[src/rtl/call_stack_ctrl_pkg.sv]
// Shared types and defaults for the CALL/RET stack controller.
// Stack entries live in the regfile, top at r7 growing downward.
package call_stack_ctrl_pkg;

    localparam int unsigned DEPTH_DEF     = 4;
    localparam int unsigned PC_W_DEF      = 8;
    localparam int unsigned DATA_W_DEF    = 32;
    localparam int unsigned DEPTH_W_DEF   = 3;
    localparam int unsigned STACK_TOP_REG = 7;

    typedef enum logic [2:0] {
        IDLE   = 3'd0,
        PUSH   = 3'd1,
        POP    = 3'd2,
        POP_RD = 3'd3,
        REDIR  = 3'd4
    } cs_state_t;

endpackage

[src/rtl/call_stack_ctrl.sv]
// ID-stage CALL/RET controller: drives regfile push/pop, stalls ID,
// and issues a one-cycle PC redirect to fetch.
module call_stack_ctrl
    import call_stack_ctrl_pkg::*;
#(
    parameter int unsigned DEPTH   = DEPTH_DEF,
    parameter int unsigned PC_W    = PC_W_DEF,
    parameter int unsigned DATA_W  = DATA_W_DEF,
    parameter int unsigned DEPTH_W = DEPTH_W_DEF
) (
    input  logic               clk,
    input  logic               reset,
    input  logic               id_call,
    input  logic               id_ret,
    input  logic [PC_W-1:0]    id_pc,
    input  logic [PC_W-1:0]    id_target,
    input  logic               wb_regwrite,
    input  logic [DATA_W-1:0]  rd1,
    output logic               push,
    output logic               pop,
    output logic [PC_W-1:0]    stack_pc,
    output logic               stall,
    output logic               pc_redirect,
    output logic [PC_W-1:0]    redirect_pc,
    output logic [DEPTH_W-1:0] depth,
    output logic               overflow,
    output logic               underflow,
    output logic               proto_err
);

    localparam logic [DEPTH_W-1:0] DMAX = DEPTH_W'(DEPTH);

    cs_state_t          r_state;
    logic               r_push;
    logic               r_pop;
    logic               r_stall;
    logic               r_redirect;
    logic [PC_W-1:0]    r_stack_pc;
    logic [PC_W-1:0]    r_target;
    logic [PC_W-1:0]    r_redirect_pc;
    logic [DEPTH_W-1:0] r_depth;
    logic               r_overflow;
    logic               r_underflow;
    logic               r_proto_err;

    // Upper rd1 bits carry no return-address information.
    logic w_rd1_hi_unused;
    assign w_rd1_hi_unused = ^rd1[DATA_W-1:PC_W];

    always_ff @(posedge clk or posedge reset) begin
        if (reset) begin
            r_state       <= IDLE;
            r_push        <= 1'b0;
            r_pop         <= 1'b0;
            r_stall       <= 1'b0;
            r_redirect    <= 1'b0;
            r_stack_pc    <= '0;
            r_target      <= '0;
            r_redirect_pc <= '0;
            r_depth       <= '0;
            r_overflow    <= 1'b0;
            r_underflow   <= 1'b0;
            r_proto_err   <= 1'b0;
        end else begin
            unique case (r_state)
                IDLE: begin
                    if (id_call && id_ret)
                        r_proto_err <= 1'b1;
                    if (id_call) begin
                        if (r_depth < DMAX) begin
                            r_stack_pc <= id_pc;
                            r_target   <= id_target;
                            r_push     <= 1'b1;
                            r_stall    <= 1'b1;
                            r_state    <= PUSH;
                        end else begin
                            r_overflow <= 1'b1;
                        end
                    end else if (id_ret) begin
                        if (r_depth != '0) begin
                            r_pop   <= 1'b1;
                            r_stall <= 1'b1;
                            r_state <= POP;
                        end else begin
                            r_underflow <= 1'b1;
                        end
                    end
                end
                // Regfile ignores push/pop while writeback owns the port.
                PUSH: begin
                    if (!wb_regwrite) begin
                        r_push        <= 1'b0;
                        if (r_depth < DMAX)
                            r_depth <= r_depth + 1'b1;
                        r_redirect_pc <= r_target;
                        r_redirect    <= 1'b1;
                        r_state       <= REDIR;
                    end
                end
                POP: begin
                    if (!wb_regwrite) begin
                        r_pop   <= 1'b0;
                        if (r_depth != '0)
                            r_depth <= r_depth - 1'b1;
                        r_state <= POP_RD;
                    end
                end
                POP_RD: begin
                    r_redirect_pc <= rd1[PC_W-1:0];
                    r_redirect    <= 1'b1;
                    r_state       <= REDIR;
                end
                REDIR: begin
                    r_redirect <= 1'b0;
                    r_stall    <= 1'b0;
                    r_state    <= IDLE;
                end
                default: begin
                    r_push     <= 1'b0;
                    r_pop      <= 1'b0;
                    r_redirect <= 1'b0;
                    r_stall    <= 1'b0;
                    r_state    <= IDLE;
                end
            endcase
        end
    end

    assign push        = r_push;
    assign pop         = r_pop;
    assign stack_pc    = r_stack_pc;
    assign stall       = r_stall;
    assign pc_redirect = r_redirect;
    assign redirect_pc = r_redirect_pc;
    assign depth       = r_depth;
    assign overflow    = r_overflow;
    assign underflow   = r_underflow;
    assign proto_err   = r_proto_err;

endmodule

[config.mk]
export PLATFORM = sky130hd
export DESIGN_NAME = call_stack_ctrl
export DESIGN_NICKNAME = d
export VERILOG_FILES = /design/src/rtl/call_stack_ctrl_pkg.sv /design/src/rtl/call_stack_ctrl.sv
export SDC_FILE = /design/constraint.sdc
export NUM_CORES = 1
export LEC_CHECK = 0
export ABC_AREA = 1
export CELL_PAD_IN_SITES_DETAIL_PLACEMENT = 0
export CELL_PAD_IN_SITES_GLOBAL_PLACEMENT = 1
export CORE_MARGIN = 2
export CORE_UTILIZATION = 26
export CTS_CLUSTER_SIZE = 24
export DETAILED_ROUTE_END_ITERATION = 8
export MAX_ROUTING_LAYER = met4
export PLACE_DENSITY_LB_ADDON = 0.12
export SYNTH_ARGS = -nofsm -noshare
export SYNTH_HDL_FRONTEND = slang
export SYNTH_SLANG_ARGS = --single-unit
[constraint.sdc]
create_clock -name clk -period 1.55 [get_ports clk]
set_input_delay 0.3875 -clock clk [delete_from_list [all_inputs] [get_ports clk]]
set_output_delay 0.3875 -clock clk [all_outputs]
set_load 0.03 [all_outputs]
After elaboration in Yosys (flattened, before gate mapping) --
Index checks and enable logic that the tools add are counted.
Storage, ports and cells: register bits 37, input bits 53
Operators by class: $add $sub $neg 2, order comparisons 1, equal/unequal tests 16, mux-type cells 26, bitwise logic cells 7, reductions and logical operators 20
Operator list (count):
- 3-bit 2-to-1 mux | 10
- 2-bit inequality test, second input constant | 9
- 8-bit one-hot mux with 2 select lines | 1
- 5-bit AND reduction | 3
- 3-bit one-hot mux with 4 select lines | 1
- 4-bit AND reduction | 3
- 3-bit inequality test, second input constant | 3
- 1-bit one-hot mux with 3 select lines | 3
- 3-bit OR reduction | 3
- 1-bit 2-to-1 mux | 8
- 8-bit 2-to-1 mux | 1
- 1-bit inverter | 7
- 3-bit by 2-bit == test with 1-bit output, second input constant | 2
- 3-bit one-hot mux with 2 select lines | 1
- 2-bit AND reduction | 3
- 3-bit AND reduction | 2
- 2-bit nonzero test | 2
- 3-bit by 1-bit adder with 3-bit output, second input constant | 1
- 3-bit by 1-bit == test with 1-bit output, second input constant | 1
- 3-bit == test, second input constant | 1
- 3-bit zero test | 1
- 3-bit < comparator, second input constant | 1
- 3-bit nonzero test | 1
- 3-bit by 1-bit subtractor with 3-bit output, second input constant | 1
- 3 further kinds | 3

Logic depth before layout (Yosys ltp) --
Gate-level depths: netlist (run 1).
depth after elaboration 5, depth in mapped cells 11

Worst setup path before layout (run 1) --
OpenSTA, ideal clock, no wires.
kind register to register, start point register r_state[2], end point register r_depth[2] (netlist: depth[2]), library setup time 0.117 ns, data arrival time 1.331 ns, required time 1.433 ns, slack 0.101 ns, cell stages (with the launch flop) 11, path buffers 0, clock period less this slack 1.449 ns, cells stage by stage dfrtp_1 nor2_4 nand2_1 xor2_1 ha_1 inv_1 nand2_1 nand2_1 nand2_1 nand2_1 nand2_1
Between the ends: word-level cells in the longest chain between the ends 3
RTL lines:
- from (decl) | line call_stack_ctrl.sv:33 | cs_state_t r_state;
- from (signal assigned) | line call_stack_ctrl.sv:52 | r_state <= IDLE;
- from (signal assigned) | line call_stack_ctrl.sv:75 | r_state <= PUSH;
- from (signal assigned) | line call_stack_ctrl.sv:83 | r_state <= POP;
- 3-bit by 1-bit == test with 1-bit output or 3-bit by 2-bit == test with 1-bit output (tied branches) | line call_stack_ctrl.sv:65 | unique case (r_state)
- 2-bit inequality test (no line) or 2-bit nonzero test (tied branches)
- 5-bit AND reduction (no line)
- to (signal assigned) | line call_stack_ctrl.sv:94 | r_depth <= r_depth + 1'b1;
- to (signal assigned) | line call_stack_ctrl.sv:104 | r_depth <= r_depth - 1'b1;
- to (decl) | line call_stack_ctrl.sv:41 | logic [DEPTH_W-1:0] r_depth;
Several ways; a longest one is shown, not always the timed one. A chain may end at the register's enable or synchronous reset.

Worst setup path in the final report (run 1) --
start point register r_depth[2] (netlist: depth[2]), end point output port depth[2]
RTL lines:
- to (decl) | line call_stack_ctrl.sv:25 | output logic [DEPTH_W-1:0] depth,
No word-level cell between the ends.

==> results of run 1 <==
==> registers in the layout, summed over array words and instances, names as in the netlist <==
register	flops
r_target	8
redirect_pc	8
stack_pc	8
depth	3
r_state	3
overflow	1
pc_redirect	1
pop	1
proto_err	1
push	1
stall	1
underflow	1
==> layout by cell type (no fill, tap or decap), types with 3 or more instances in the layout <==
| master | n |
|---|---|
| nand2_1 | 75 |
| dfrtp_1 | 35 |
| clkdlybuf4s50_1 | 28 |
| nand3_1 | 25 |
| dlygate4sd2_1 | 24 |
| buf_4 | 19 |
| inv_1 | 17 |
| nor2_1 | 16 |
| nand4_1 | 9 |
| a31oi_1 | 8 |
| clkbuf_8 | 6 |
| o21ai_0 | 3 |
==> stage by stage <==
step	hold slack, ns	util	power (W)	setup WS, ns
after detailed placement	0.452	0.375	0.00493	-0.190
after CTS	0.450	0.388	0.00563	0.0248
after global routing	0.457	0.391	0.00610	0.00469
final	0.442	0.391	0.00558	0.0919
after global placement	0.446	0.375	0.00489	-0.185
after floorplan	0.442	-	0.00371	0.101
==> area by class of cell <==
| cell class | count | area (um^2) |
|---|---|---|
| sequential | 37 | 928 |
| clock buffer | 6 | 82.6 |
| inverter | 20 | 77.6 |
| multi-input combinational | 152 | 737 |
| tap | 80 | 100 |
| clock inverter | 2 | 37.5 |
| timing repair buffer | 73 | 663 |
| fill | 711 | 4090 |
==> routing by layer <==
| layer | share of wire | vias to the layer above |
|---|---|---|
| met5 | 0 | - |
| met4 | 0.0095 | 0 |
| met3 | 0.048 | 4 |
| met2 | 0.47 | 40 |
| met1 | 0.47 | 755 |
| li1 | - | 847 |
==> worst max-delay path, cell delays in order, from the launching register on <==
cell	delay, ns
dfrtp_2	0.47
buf_4	0.16
buf_4	0.16
==> power breakdown <==
part	internal, W	switching [W]
registers	0.00142	0.000275
logic	0.00109	0.00190
clock network	0.000524	0.000372
==> Yosys cell counts, types with 2 or more instances <==
cell type,count
a31oi_1,8
nand2_1,75
nor2_1,17
inv_2,2
buf_2,5
inv_1,17
nor2_2,2
o21ai_0,3
nand4_1,9
buf_6,2
o21ai_1,2
nand3_1,25
dfrtp_1,37
==> logic make-up (layout without fill, tap and decap cells) <==
group | Yosys count | in the layout | synth area share
AOI/OAI and AO/OA | 17 | 17 | 0.0587
and+or+nand+nor | 133 | 133 | 0.334
adders and majority gates | 1 | 1 | 0.00699
xor gates and xnor gates | 1 | 1 | 0.00490
buffers and inverters | 28 | 101 | 0.0776
DFF | 37 | 37 | 0.517
==> repair_timing <==
| item | 4_1_cts | 5_1_grt |
|---|---|---|
| resized for setup | 25 | 7 |
| endpoints found under the setup margin | 25 | 23 |
| buffers inserted | 0 | 0 |
==> path summary, 6_finish.rpt <==
check / startpoint / cells after the start / endpoint
min in group clk: proto_err$_DFFE_PP0P_ / 1 / proto_err$_DFFE_PP0P_
min: reset / 3 / proto_err$_DFFE_PP0P_
max: depth[2]$_DFFE_PP0P_ / 2 / depth[2]
min reg2reg: proto_err$_DFFE_PP0P_ / 1 / proto_err$_DFFE_PP0P_
max in group asynchronous: reset / 3 / r_state[2]$_DFFE_PP0P_
max reg2reg: r_state[2]$_DFFE_PP0P_ / 7 / r_state[0]$_DFFE_PP0P_
==> metrics.md, run 1 <==
| Metric | Value |
|---|---|
| Status | `completed` |
| Synth cell types | `26` |
| Worst-margin pin slew | `0.332 ns` |
| Placed cell areas | `2520 um^2` |
| Final nets | `343` |
| Vias per cell | `4.45` |
| Worst Path Class, Setup | `reg -> out` |
| Mapped Cells | `217` |
| Startpoint types | `flip-flop` |
| Post-Route WL | `4.72 mm` |
| RePlAce Congestion | `0.774` |
| Power Density | `2120 nW/um^2` |
| Yosys top cell area share | `0.517` |
| Synth area leaders | `dfrtp_1 52%, nand2_1 16%, nand3_1 7.0%` |
| Vias in the first global route | `1,668` |
| ANT cells | `0` |
| Hold WC Path Type | `in -> async` |
| Peak supply drop | `0.000720 V` |
| RSZ-0062 raised after global routing | `false` |
| Gr ovfl total | `0` |
| Setup TNS | `0 ns` |
| Rel. slew slack | `0.779` |
| Drt first-iter violations | `59` |
| First-pass GRT wire length | `8.10 mm` |
| Maximum number of pins on one net before global-route repair | `38` |
| Final cell count without fillers | `370` |
| GRT Max-Usage Layer | `met2` |
| Flops & latches, synth | `37` |
| Area delta synth->final | `46.8%` |
| DP HPWL | `3.37 mm` |
| GR Util met2 | `0.218` |
| Post-route cell area | `2630 um^2` |
| Initial DRT Pass Iterations | `4` |
| Layout cell share with drive strength beyond 1 | `0.148` |
| Io pins | `79` |
| Top achievable clock speed | `686 MHz` |
| Inserted Clock Buffers | `5` |
| Starting Density | `0.266` |
| Die width | `87.0 um` |
| Met3 usage | `0.0370` |
| R2R setup slack | `0.13 ns` |
| Post-Syn Area | `1790 um^2` |
| WL per Instance | `12.8 um` |
| CTS tree | `built` |
| Arr. time, crit path | `1.07 ns` |
| Final Skew | `0.00818 ns` |
| Critical-path maximum fanout | `6` |
| Min cycle time layout | `1.46 ns` |
| Clock root buffer master | `clkbuf_8` |
| Clock buffer depth | `2` |
| DRC | `0` |
| GRT Overall Usage | `0.142` |
| Grt met1 use | `0.181` |
| Post-synthesis sequential area ratio | `0.517` |
| Synthesized net count | `271` |
| LEAKAGE | `1.32 nW` |
| Final period utilization | `0.941` |
| Clock transition at path regs | `0.08 ns` |
| Die height | `87.0 um` |
| Post-synth top flop | `dfrtp_1` |
| Nature of the critical path endpoint | `primary output` |
| Via count | `1,646` |
| Row cnt | `30` |
| Maxcap violations | `0` |
| Asr flop ratio synth | `1.00` |
| Data required time of the critical path | `1.16 ns` |
| EDFF count, synth | `0` |
| Port buffer count | `54` |
| Core box area | `6720 um^2` |
| Area of the die | `7560 um^2` |
| # clock sinks | `37` |
| Later-pin clock latency in the skew report | `0.29 ns` |
| Largest area contributor in the netlist | `dfrtp_1` |
| H-tree depth | `2` |
| Antenna Nets Post-Route | `0` |
| Cells after DPL | `362` |
| Cts hold-fix bufs | `0` |
| Synth warn | `0` |
| Final hold vios | `0` |
| Final setup viols | `0` |
| Avg Cell Area, Syn | `8.25 um^2` |
| Initial antenna violation count | `0` |
| Slew Limit Fails | `0` |
(Power assumes the default switching activity.)
==> inputs of run 2 (changes only) <==
- MAX_ROUTING_LAYER: met4 -> unset
==> metrics.md, run 2 (synthesized netlist as in run 1, its figures left out) <==
| Metric | Value |
|---|---|
| R2R setup slack | `0.13 ns (about the same)` |
| GRT Max-Usage Layer | `met2` |
| LEAKAGE | `1.32 nW (unchanged)` |
| Final nets | `343 (unchanged)` |
| DRC | `0 (unchanged)` |
| Reg area | `928 um^2 (unchanged)` |
| GRT Overall Usage | `0.138 (-0.00423)` |
| Final setup viols | `0 (unchanged)` |
| Top achievable clock speed | `688 MHz (+0.30%)` |
| Hold WC Path Type | `in -> async` |
| Antenna Nets Post-Route | `0 (unchanged)` |
| Post-Route WL | `4.71 mm (-0.23%)` |
| Fillers | `711 (unchanged)` |
| CP bufs+invs | `1 (-1)` |
| Area delta synth->final | `46.8% (unchanged)` |
| H-tree depth | `2 (unchanged)` |
| Max incr delay on CP | `0.40 ns (-0.07 ns)` |
| Die height | `87.0 um (unchanged)` |
| Cts hold-fix bufs | `0 (unchanged)` |
| Hold Worst Slack | `0.442 ns (-0.0000420 ns)` |
| Via count | `1,644 (-0.12%)` |
| Later-pin clock latency in the skew report | `0.29 ns (about the same)` |
| Rel. slew slack | `0.788 (+0.00904)` |
| Worst-margin pin slew | `0.319 ns (-0.0136 ns)` |
| CTS tree | `built` |
| RR Startpoint | `r_state[2]$_DFFE_PP0P_` |
| Die width | `87.0 um (unchanged)` |
| Row cnt | `30 (unchanged)` |
| # clock sinks | `37 (unchanged)` |
| Reg-to-reg critical path endpoint | `r_state[0]$_DFFE_PP0P_` |
| Status | `completed` |
| Vias in the first global route | `1,671 (+0.18%)` |
| First-pass GRT wire length | `8.09 mm (about the same)` |
| Power Density | `2120 nW/um^2 (-0.12%)` |
| Clock buffer depth | `2 (unchanged)` |
| Maxcap violations | `0 (unchanged)` |
| Final period utilization | `0.938 (-0.00286)` |
| Slowest library cell on the worst path | `dfrtp_1` |
| Multi-input gate area | `737 um^2 (unchanged)` |
| Commonest non-fill, non-tap cell in the layout | `nand2_1` |
| ANT cells | `0 (unchanged)` |
| WL per Instance | `12.7 um (-0.23%)` |
| Clock transition at path regs | `0.08 ns (about the same)` |
| Vias per cell | `4.44 (-0.12%)` |
| Startpoint types | `flip-flop` |
| Final hold vios | `0 (unchanged)` |
| Starting Density | `0.266 (unchanged)` |
| Power Total | `0.00557 W (-0.12%)` |
| Most frequent cells in the layout | `75 x nand2_1, 35 x dfrtp_1, 28 x clkdlybuf4s50_1` |
| Peak supply drop | `0.000717 V (-0.33%)` |
| Initial DRT Pass Iterations | `7 (+3)` |
| RePlAce Congestion | `0.764 (-1.3%)` |
| Met3 usage | `0.0398 (+0.00284)` |
| Data required time of the critical path | `1.16 ns (about the same)` |
| Worst path cell trace | `clkdlybuf4s15_1` |
| Port buffer count | `54 (unchanged)` |
| Grt met1 use | `0.178 (-0.00296)` |
| Final Skew | `0.00826 ns (+0.0000777 ns)` |
| GR Util met2 | `0.219 (+0.000694)` |
| Worst Path Class, Setup | `reg -> out` |
| DP HPWL | `3.37 mm (unchanged)` |
| Gr ovfl total | `0 (unchanged)` |
| Critical-path maximum fanout | `4 (-2)` |
| Slew Limit Fails | `0 (unchanged)` |
| Clock root buffer master | `clkbuf_8` |
| Reg2Reg Depth | `7 (unchanged)` |
| Nature of the critical path endpoint | `primary output` |
| Inserted Clock Buffers | `5 (unchanged)` |
| Setup bufs post-CTS | `0 (unchanged)` |
| RSZ-0062 raised after global routing | `false` |
| Area of the die | `7560 um^2 (unchanged)` |
| Layout cell share with drive strength beyond 1 | `0.148 (unchanged)` |
| Arr. time, crit path | `1.07 ns (about the same)` |
| Io pins | `79 (unchanged)` |
| Initial antenna violation count | `0 (unchanged)` |
| Drt first-iter violations | `57 (-3.4%)` |
| Core box area | `6720 um^2 (unchanged)` |
| Top delay family on crit path | `flip-flops` |
| Maximum number of pins on one net before global-route repair | `38 (unchanged)` |
| Min cycle time layout | `1.45 ns (-0.00443 ns)` |
## run 2: timing repair
action / 4_1_cts / 5_1_grt
endpoints found under the setup margin: 25 / 23
resized for setup: 25 / 7
pin swaps: 0 / 0
## run 2: how the worst max path moves through the flow
stage	from	to	slack (ns)	cells past startpoint
CTS	r_state[2]$_DFFE_PP0P_	r_target[3]$_DFFE_PP0P_	0.02	7
floorplan	r_state[2]$_DFFE_PP0P_	depth[2]$_DFFE_PP0P_	0.10	10
detailed placement	id_call	r_target[3]$_DFFE_PP0P_	-0.19	6
finish	depth[0]$_DFFE_PP0P_	depth[0]	0.1	1
global placement	id_call	stack_pc[0]$_DFFE_PP0P_	-0.18	6
global route	r_state[2]$_DFFE_PP0P_	depth[2]$_DFFE_PP0P_	0.007	11
## run 2: through the flow
| stage | cell area, um^2 | worst slack, ns | TNS (ns) | util | std cells |
|---|---|---|---|---|---|
| after global placement | 2520 | -0.185 | -3.98 | 0.375 | 362 |
| after detailed placement | 2520 | -0.190 | -4.14 | 0.375 | 362 |
| after global routing | 2630 | 0.00727 | 0 | 0.391 | 370 |
| after CTS | 2610 | 0.0248 | 0 | 0.388 | 370 |
| after floorplan | 1790 | 0.101 | 0 | - | 217 |
| final | 2630 | 0.0964 | 0 | 0.391 | 370 |
## run 2: per-layer routing
layer | wire length [um] | part of all wire | vias up
li1 | - | - | 848
met1 | 2200 | 0.47 | 756
met2 | 2240 | 0.47 | 36
met3 | 228 | 0.048 | 4
met4 | 44 | 0.0093 | 0
met5 | 0 | 0 | -
## run 2: cell type report
class	instances	share of cell area
inverter	20	0.0295
sequential	37	0.354
clock buffer	6	0.0314
clock inverter	2	0.0143
multi-input combinational	152	0.281
timing repair buffer	73	0.253
tap	80	0.0381
## run 2: power breakdown
| part | leakage (nW) | internal (W) | switching [W] | total, W |
|---|---|---|---|---|
| clock network | 0.0574 | 0.000524 | 0.000367 | 0.000890 |
| registers | 0.439 | 0.00142 | 0.000274 | 0.00169 |
| logic | 0.827 | 0.00109 | 0.00190 | 0.00299 |
| total | 1.32 | 0.00303 | 0.00254 | 0.00557 |
